$ cat src/rtl/tile_rom_arbiter.sv
// Two-port round-robin arbiter for the shared 64x32 tile bitmap ROM.
// One fetch per 2 cycles: IDLE latches the winner's address, FETCH captures the ROM row.
module tile_rom_arbiter #(
  parameter int ADDR_WIDTH = 6,
  parameter int DATA_WIDTH = 32
) (
  input  logic                  Clk,
  input  logic                  Reset_n,
  input  logic                  req0,
  input  logic                  req1,
  input  logic                  tile0,
  input  logic                  tile1,
  input  logic [4:0]            row0,
  input  logic [4:0]            row1,
  input  logic                  hflip0,
  input  logic                  hflip1,
  output logic [ADDR_WIDTH-1:0] rom_addr,
  input  logic [DATA_WIDTH-1:0] rom_data,
  output logic [DATA_WIDTH-1:0] rd_data,
  output logic                  valid0,
  output logic                  valid1,
  output logic                  busy
);

  localparam logic S_IDLE  = 1'b0;
  localparam logic S_FETCH = 1'b1;

  logic                  state;
  logic                  owner;
  logic                  flip_q;
  logic                  last_served;
  logic                  win;
  logic                  w_tile;
  logic [4:0]            w_row;
  logic                  w_flip;
  logic [DATA_WIDTH-1:0] rev;

  // Contested cycle goes to the port that was not served last.
  always_comb begin
    win = req1;
    if (req0 && req1) win = ~last_served;
    w_tile = win ? tile1  : tile0;
    w_row  = win ? row1   : row0;
    w_flip = win ? hflip1 : hflip0;
  end

  for (genvar i = 0; i < DATA_WIDTH; i++) begin : g_rev
    assign rev[i] = rom_data[DATA_WIDTH-1-i];
  end

  assign busy = (state == S_FETCH);

  always_ff @(posedge Clk) begin
    if (!Reset_n) begin
      state       <= S_IDLE;
      owner       <= 1'b0;
      flip_q      <= 1'b0;
      last_served <= 1'b1;
      rom_addr    <= '0;
      rd_data     <= '0;
      valid0      <= 1'b0;
      valid1      <= 1'b0;
    end else if (state == S_IDLE) begin
      valid0 <= 1'b0;
      valid1 <= 1'b0;
      if (req0 || req1) begin
        rom_addr <= ADDR_WIDTH'({w_tile, w_row});
        owner    <= win;
        flip_q   <= w_flip;
        state    <= S_FETCH;
      end
    end else begin
      rd_data     <= flip_q ? rev : rom_data;
      valid0      <= ~owner;
      valid1      <= owner;
      last_served <= owner;
      state       <= S_IDLE;
    end
  end

endmodule
$ cat config.mk
export PLATFORM = sky130hd
export DESIGN_NAME = tile_rom_arbiter
export DESIGN_NICKNAME = d
export VERILOG_FILES = /design/src/rtl/tile_rom_arbiter.sv
export SDC_FILE = /design/constraint.sdc
export NUM_CORES = 1
export LEC_CHECK = 0
export ABC_CLOCK_PERIOD_IN_PS = 1300
export CAP_MARGIN = 40
export CELL_PAD_IN_SITES_DETAIL_PLACEMENT = 0
export CELL_PAD_IN_SITES_GLOBAL_PLACEMENT = 1
export CORE_UTILIZATION = 30
export CTS_CLUSTER_DIAMETER = 30
export DETAILED_ROUTE_END_ITERATION = 8
export HOLD_SLACK_MARGIN = 0.08
export PLACE_DENSITY = 0.77
export SYNTH_ARGS = -nofsm -noshare
export SYNTH_HDL_FRONTEND = slang
export SYNTH_SLANG_ARGS = --single-unit
export TNS_END_PERCENT = 1
$ cat constraint.sdc
create_clock -name Clk -period 1.3 [get_ports Clk]
set_clock_uncertainty 0.05 [all_clocks]
set_input_delay 0.13 -clock Clk [delete_from_list [all_inputs] [get_ports Clk]]
set_output_delay 0.13 -clock Clk [all_outputs]
set_load 0.01 [all_outputs]
Word-level counts from Yosys, hierarchy flattened
Cells that the tools add are included.
Cells by class
  add/sub/neg operators: 0
  multipliers: 0
  divide/modulo/power cells: 0
  magnitude comparators: 0
  equal/unequal tests: 0
  shifts and indexed selects: 0
  mux-type cells: 6
  bitwise logic cells: 4
  reductions and logical operators: 5
Operators by type and width (count)
  $mux 32: 1
  $mux 5: 1
  $mux 1: 4
  $not 1->1: 4
  $reduce_and 2->1: 2
  $reduce_or 2->1: 1
  $logic_and 1x1->1: 1
  $logic_or 1x1->1: 1
Word-level totals
  register bits after elaboration: 44
  bits in latches: 0
  memory bits (writable): 0
  ROM bits: 0
  bits of input ports: 50
  output and inout bits: 41
  memories kept: 0

Depth between registers and ports, before layout
Gate-level depths: netlist of the first run.
  word-level depth: 3
  gate-level depth with buffers: 5
  gate-level depth less buffers: 3

Worst setup path after synthesis of the first run
OpenSTA, ideal clock, no wires.
  kind: reg-to-reg
  start: register state, in the netlist busy
  end: register rd_data[10]
  data arrival time: 909 ps
  data required time: 1134 ps
  path slack: 225 ps
  cell stages (with the launch flop): 5
  path buffers: 2
  path through: dfxtp_1 > buf_6 > buf_2 > nand2_1 > o211a_1
RTL lines
  start: declaration: line 28  | logic state;
  start signal: assignment: line 55  | state <= S_IDLE;
  start signal: assignment: line 70  | state <= S_FETCH;
  start signal: assignment: line 77  | state <= S_IDLE;
  end signal: assignment: line 73  | rd_data <= flip_q ? rev : rom_data;
  end: declaration: line 19  | output logic [DATA_WIDTH-1:0] rd_data,

Worst setup path in the final report of the first run
  start: register flip_q
  end: register rd_data[27]
Between the ends
  cells in the longest elaborated chain, start to end: 1
Ends and longest elaborated chain
  start: declaration: line 30  | logic flip_q;
  start signal: assignment: line 69  | flip_q <= w_flip;
  $mux 32: line 73
Every way passes these cells.
A chain may end at the register's enable or synchronous reset.

==> results.md, run 1 <==
- Total power: ~0.0032 W
- Status: complete, but fails checks
- Initial Util: 0.3146
- Vias/cell: about 4.6
- CTS tree: done
- Fin. max-slew vios: 0
- Routability cong.: a little under 0.7
- ANT nets after route: 0
- Crit-path leading delay family: flip-flops
- DR pass1 iterations: 7
- Die X: approximately 84 um
- Register bit total from synthesis: 44
- Die height: between 80 and 90 um
- Peak VDD IR: ~0.00036 V
- Core area: between 6000 and 7000 sq um
- P_leak: ~1.5 nW
- Layout cell share with drive strength beyond 1: 0.06360
- Crit path launch type: register
- CP max-delay cell: dfxtp_2
- Pwr/cell area: approximately 1100 nW/um^2
- Post-Syn Area per Cell: around 10 sq um
- Clock transition at path regs: around 0.080 ns
- Final non-filler cell total: 360
- Wirelength per Cell: 13.13 um
- Failing checks: DRC
- Worst-margin pin slew: 0.2903 ns
- CTS H-tree lvls: 2
- Fmax: 0.8593 GHz
- Cells after DPL: between 300 and 400
- CTS root buf: clkbuf_8
- Yosys top cell area share: 0.4335
- I/O pins: 91
- CTS sink count: 44
- Unrepaired setup endpoints after global routing: false
- Grt total ovfl: 0
- Worst-path cell chain: buf_12 > mux2i_1 > nand2_1 > o211a_1
- Top Usage Layer GRT: met2
- Ys Warns: 0
- EDFF count, synth: 0
- Vias in the first global route: roughly 1700
- Iter 0 DRT Violations: 80
- Via count: roughly 1700
- Worst Setup SP: flip_q
- Period utilization: 0.8952
- Worst EP required: around 1.4 ns
- Initial antenna violation count: 0
- Arrival @ worst endpoint: 1.30 ns
- Met2 usage in global routing: 0.2437
- Routing usage on met3: 0.03441
- Critical path peak fanout: 18
- Yosys cell types: 19
- Final Cell Area: about 3000 sq um
- Final Hold Viols: 0
- Syn Inst Count: between 150 and 200
- WP buf/inv: 1
- Port Buffers: 90
- Layout Nets: roughly 330
- TritonCTS buffer count: 5
- Util after Layout: 0.4645
- Sequential share of the synthesized area: 0.4335
- Post-synthesis async set-or-reset flop share: 0
- First-pass GRT wire length: between 8000 and 9000 um
- Mapped Nets: approximately 250
- # fillers: around 660
- Cell taking the most area after synthesis: dfxtp_1
- N_diodes: 0
- Maximum clock path buffer count: 2
- DRC viols: 5
- Worst slew margin: 0.8054
- Post-route minimum period: 1.164 ns
- Post-synthesis cell area: slightly above 2000 sq um
- GRT Util Overall: 0.1416
- Largest net degree at the start of global routing: 65
- Synth area leaders: dfxtp_1 43%, mux2i_1 16%, o211a_1 16%
- Area growth syn-to-layout: 47.66%
- Critical path's largest stage delay: a little under 0.4 ns
- Post-synth top flop: dfxtp_1
- Met1 Usage GRT: 0.1699
- Hold Startpoint: row0[2]
- Hold WC Path Type: in -> reg
- Crit end category: register
- Clk Latency, worst-skew pair: between 0.2 and 0.3 ns
- Synth cell count leaders: 48 x nand2_1, 44 x dfxtp_1, 33 x mux2i_1, 32 x o211a_1, 7 x a31oi_1
- Final WL: 4725 um
- FF-to-FF Start: flip_q
- Die Area: around 7100 sq um
- Placed Area: 2959 sq um
- Placement row count: 29
- Max_cap viols: 0
- Setup violations, final: 0
- Worst setup path class: reg -> reg
- Top-count cell post-synth: nand2_1
layer usage:
metal	vias to the layer above	share of wire	wire length, um
li1	873	-	-
met2	45	0.46	2190
met5	-	0	0
met4	0	0.014	68
met1	730	0.47	2200
met3	5	0.056	266
report_power, final:
group	switching [W]	internal, W	total, W	leakage [nW]
registers	0.0000650	0.00147	0.00153	0.365
logic	0.000339	0.000444	0.000783	1.10
clock network	0.000419	0.000433	0.000852	0.0455
repair_timing:
item / in CTS / in global routing
hold buffers: 0 / 0
buffers inserted: 0 / 0
resized for setup: 42 / 0
hold endpoints to repair: 0 / 0
setup endpoints to repair: 41 / 0
path summary, 6_finish.rpt:
check / endpoint / slack (ns) / depth (start not counted)
max: rd_data[27] / 0.14 / 4
max reg2reg: rd_data[27] / 0.14 / 4
min: rom_addr[2] / 0.35 / 3
min reg2reg: valid0 / 0.40 / 1
state kept, by name, indices dropped and copies added, names as in the netlist:
name         flops
valid1           1
last_served      1
rd_data         32
owner            1
flip_q           1
valid0           1
rom_addr         6
busy             1
final cells by class:
class	count	area [sq um]	share of cell area
Sequential cell	44	885.9	0.2952
Multi-Input combinational cell	135	987.2	0.3290
Tap cell	77	96.34	0.03211
Inverter	1	3.754	0.001251
Timing Repair Buffer	95	937.1	0.3123
Clock buffer	8	90.09	0.03002
stage by stage:
step           hold slack (ns)  setup WS (ns)  TNS (ns)
5_1_grt                 0.3567        0.07611         0
3_3_place_gp            0.3928       -0.03800   -0.1874
3_5_place_dp            0.3968       -0.06715   -0.3359
4_1_cts                 0.3434         0.1097         0
2_1_floorplan           0.2206         0.2250         0
6_report                0.3546         0.1363         0
cell usage in the layout, fill, tap and decap left out, types with 2 or more instances in the layout:
cell | netlist | routed
dfxtp_1 | 44 | 42
o21ai_2 | 2 | 2
nand2_1 | 48 | 48
o21ai_0 | 5 | 5
clkbuf_8 | 0 | 6
clkbuf_1 | 4 | 2
and2_1 | 2 | 2
nor2_1 | 2 | 2
dlygate4sd2_1 | 0 | 41
buf_12 | 3 | 4
a31oi_1 | 7 | 7
clkdlybuf4s50_1 | 0 | 49
mux2i_1 | 33 | 33
o211a_1 | 32 | 32
cells by family after synthesis:
kind of cell | share of synthesized area
AOI/OAI and AO/OA | 0.2248
buffers and inverters | 0.08066
DFF | 0.4335
muxes | 0.1626
and+or+nand+nor | 0.09852
worst register-to-register path, delay by kind of cell, from the launching register on:
| kind | cells | cell delay (ns) |
|---|---|---|
| AOI/OAI and AO/OA | 1 | 0.11 |
| buffers and inverters | 1 | 0.18 |
| DFF | 1 | 0.39 |
| muxes | 1 | 0.25 |
| and+or+nand+nor | 1 | 0.08 |
No activity file was read; power rests on OpenSTA's default activity.
==> run 2: changes to the inputs <==
- CORE_MARGIN: not set -> 2
==> run 2 against run 1 <==
Against the previous run:
- the run now ends clean
- flip-flop and latch count stayed put
- fmax is 0.26% lower
- via count increased by 3.1%
- critical path depth did not move
- hold slack worse by 0.0062 ns
- combinational power barely moved
- non-clock buffer count up 2
- core utilization is 0.56 points higher
- clock power rose by 33%
- register-to-register slack hardly changed
- sequential share of layout area down 0.44 points
==> results.md, run 2 (synthesis results as in run 1) <==
- Final Hold Viols: 0 (unchanged)
- N_diodes: 0 (unchanged)
- Arrival @ worst endpoint: 1.31 ns (about the same)
- Largest Register: rd_data
- Die X: 86.30 um (+2.4%)
- Initial antenna violation count: 0 (unchanged)
- Via count: 1705 (+3.1%)
- # fillers: 646 (-2.3%)
- I/O pins: 91 (unchanged)
- Placement row count: 29 (unchanged)
- Worst Reg-to-Reg Cells: 4 (unchanged)
- Max reg flops: 32 (unchanged)
- Pwr/cell area: 1132 nW/um^2 (+7.4%)
- Switching Fraction: 0.2483 (-0.01153)
- Post-route minimum period: 1.167 ns (+0.003030 ns)
- R2R Setup Slk: 0.13 ns (about the same)
- Core area: 6459 sq um (unchanged)
- Cells after DPL: 354 (+0.57%)
- FF-to-FF Start: flip_q
- P_leak: 1.537 nW (+1.7%)
- Crit path launch type: register
- Largest net degree at the start of global routing: 53 (-18%)
- CTS sink count: 44 (unchanged)
- HPWL Detailed: about 3500 um
- Worst slew margin: 0.8087 (+0.003294)
- Routability cong.: 0.7118 (+2.2%)
- DR pass1 iterations: 4 (-3)
- CTS tree: done
- Fmax: 0.8571 GHz (-0.26%)
- Final non-filler cell total: 362 (+0.56%)
- Fin. max-slew vios: 0 (unchanged)
- Final WL: 4741 um (+0.34%)
- TritonCTS buffer count: 5 (unchanged)
- DRC viols: 0 (-5)
- First-pass GRT wire length: 7831 um (-3.0%)
- Total power: 0.003439 W (+8.7%)
- Vias/cell: 4.710 (+2.6%)
- Reg power frac: 0.444 (-0.039)
- Initial Util: 0.3146 (unchanged)
- Peak VDD IR: 0.0005348 V (+47%)
- Wirelength per Cell: 13.10 um (-0.22%)
- Iter 0 DRT Violations: 30 (-63%)
- Worst EP required: 1.44 ns (about the same)
- GRT Util Overall: 0.1325 (-0.009100)
- Period utilization: 0.8975 (+0.002331)
- Critical path peak fanout: 20 (+2)
- Die height: 86.30 um (+2.4%)
- ANT nets after route: 0 (unchanged)
- Util after Layout: 0.4702 (+0.005618)
- Clk Latency, worst-skew pair: 0.29 ns (about the same)
- Layout cell share with drive strength beyond 1: 0.07719 (+0.01359)
- Comb pwr share: 0.228 (-0.019)
- Most common cell after layout, fill and taps aside: clkdlybuf4s50_1
- Crit end category: register
- Worst setup path class: reg -> reg
- Setup violations, final: 0 (unchanged)
- Clock power share: 0.328 (+0.059)
- CTS root buf: clkbuf_8
- P_sw: 0.0008539 W (+3.8%)
- CTS Hold Bufs: 0 (unchanged)
- Unrepaired setup endpoints after global routing: false
- Min-Delay Endpoint: rom_addr[3]
- Grt total ovfl: 0 (unchanged)
- R2R Path End: rd_data[1]
- CTS H-tree lvls: 2 (unchanged)
- FF/Latch Area: 883.3 sq um (-0.28%)
- Status: completed
- Maximum clock path buffer count: 2 (unchanged)
- Biggest regs: rd_data (32), rom_addr (6)
- Max_cap viols: 0 (unchanged)
- Die Area: 7448 sq um (+4.8%)
- Hold Path Cell Cnt: 3 (unchanged)
- Hold WC Path Type: in -> reg
- Internal: 0.002585 W (+10%)
- Area growth syn-to-layout: 49.45%
- Most frequent cells in the layout: 49 x clkdlybuf4s50_1, 48 x nand2_1, 42 x dfxtp_1
- Hold Startpoint: row1[3]
- Layout Nets: 334 (+0.60%)
- Clock transition at path regs: 0.08 ns (about the same)
- Vias in the first global route: 1665 (-0.36%)
- Port Buffers: 90 (unchanged)
- Worst-margin pin slew: 0.2853 ns (-0.004913 ns)
- Multi-input gate area: 987.2 sq um (unchanged)
## run 2: cell count changes in the layout (fill, tap and decap cells not counted), sizes merged
cell / previous run / this run
buf: 5 / 7
bufinv: 0 / 1
clkbuf: 8 / 7
## run 2: final cells by class
cell class,instances,share of cell area
Multi-Input combinational cell,135,0.3251
Timing Repair Buffer,97,0.3094
Sequential cell,44,0.2909
Clock buffer,7,0.03173
Tap cell,77,0.03173
Clock inverter,1,0.009889
Inverter,1,0.001236
## run 2: worst max-delay path, stage by stage, from the launching register on
cell and delay (ns):
dfxtp_2 0.36, buf_12 0.19, mux2i_1 0.27, nand2_1 0.08, o211a_1 0.10
## run 2: repair_timing
item	in CTS	in global routing
setup buffers	0	0
resized for setup	41	0
endpoints found under the setup margin	41	0
## run 2: power by group through the flow
stage | clock network (W) | logic, W | registers (W)
2_1_floorplan | 0 | 0.000410 | 0.00161
3_3_place_gp | 0 | 0.000865 | 0.00156
3_5_place_dp | 0 | 0.000869 | 0.00156
4_1_cts | 0.00118 | 0.000798 | 0.00153
5_1_grt | 0.00122 | 0.000861 | 0.00155
6_report | 0.00113 | 0.000784 | 0.00153
## run 2: through the flow
step	area (sq um)	setup TNS, ns	setup WS [ns]	hold slack [ns]
finish	3037	0	0.1333	0.3484
global placement	2962	-0.1050	-0.03479	0.3909
detailed placement	2962	-0.2623	-0.05195	0.3807
floorplan	2032	0	0.2250	0.2206
CTS	3037	0	0.1109	0.3366
global route	3037	0	0.04805	0.3538
## run 2: how the worst max path moves through the flow
stage / start / end / slack [ns] / cells past startpoint
floorplan: busy / rd_data[10] / 0.22 / 4
global placement: req0 / owner / -0.03 / 4
detailed placement: req0 / owner / -0.05 / 4
CTS: flip_q / rd_data[24] / 0.11 / 4
global route: flip_q / rd_data[1] / 0.05 / 4
finish: flip_q / rd_data[1] / 0.13 / 4
## run 2: metal layers
| metal | share of wire | GRT usage |
|---|---|---|
| met1 | 0.48 | 0.1700 |
| met2 | 0.44 | 0.2149 |
| met3 | 0.065 | 0.03619 |
| met4 | 0.013 | 0.04688 |
| met5 | 0 | 0 |
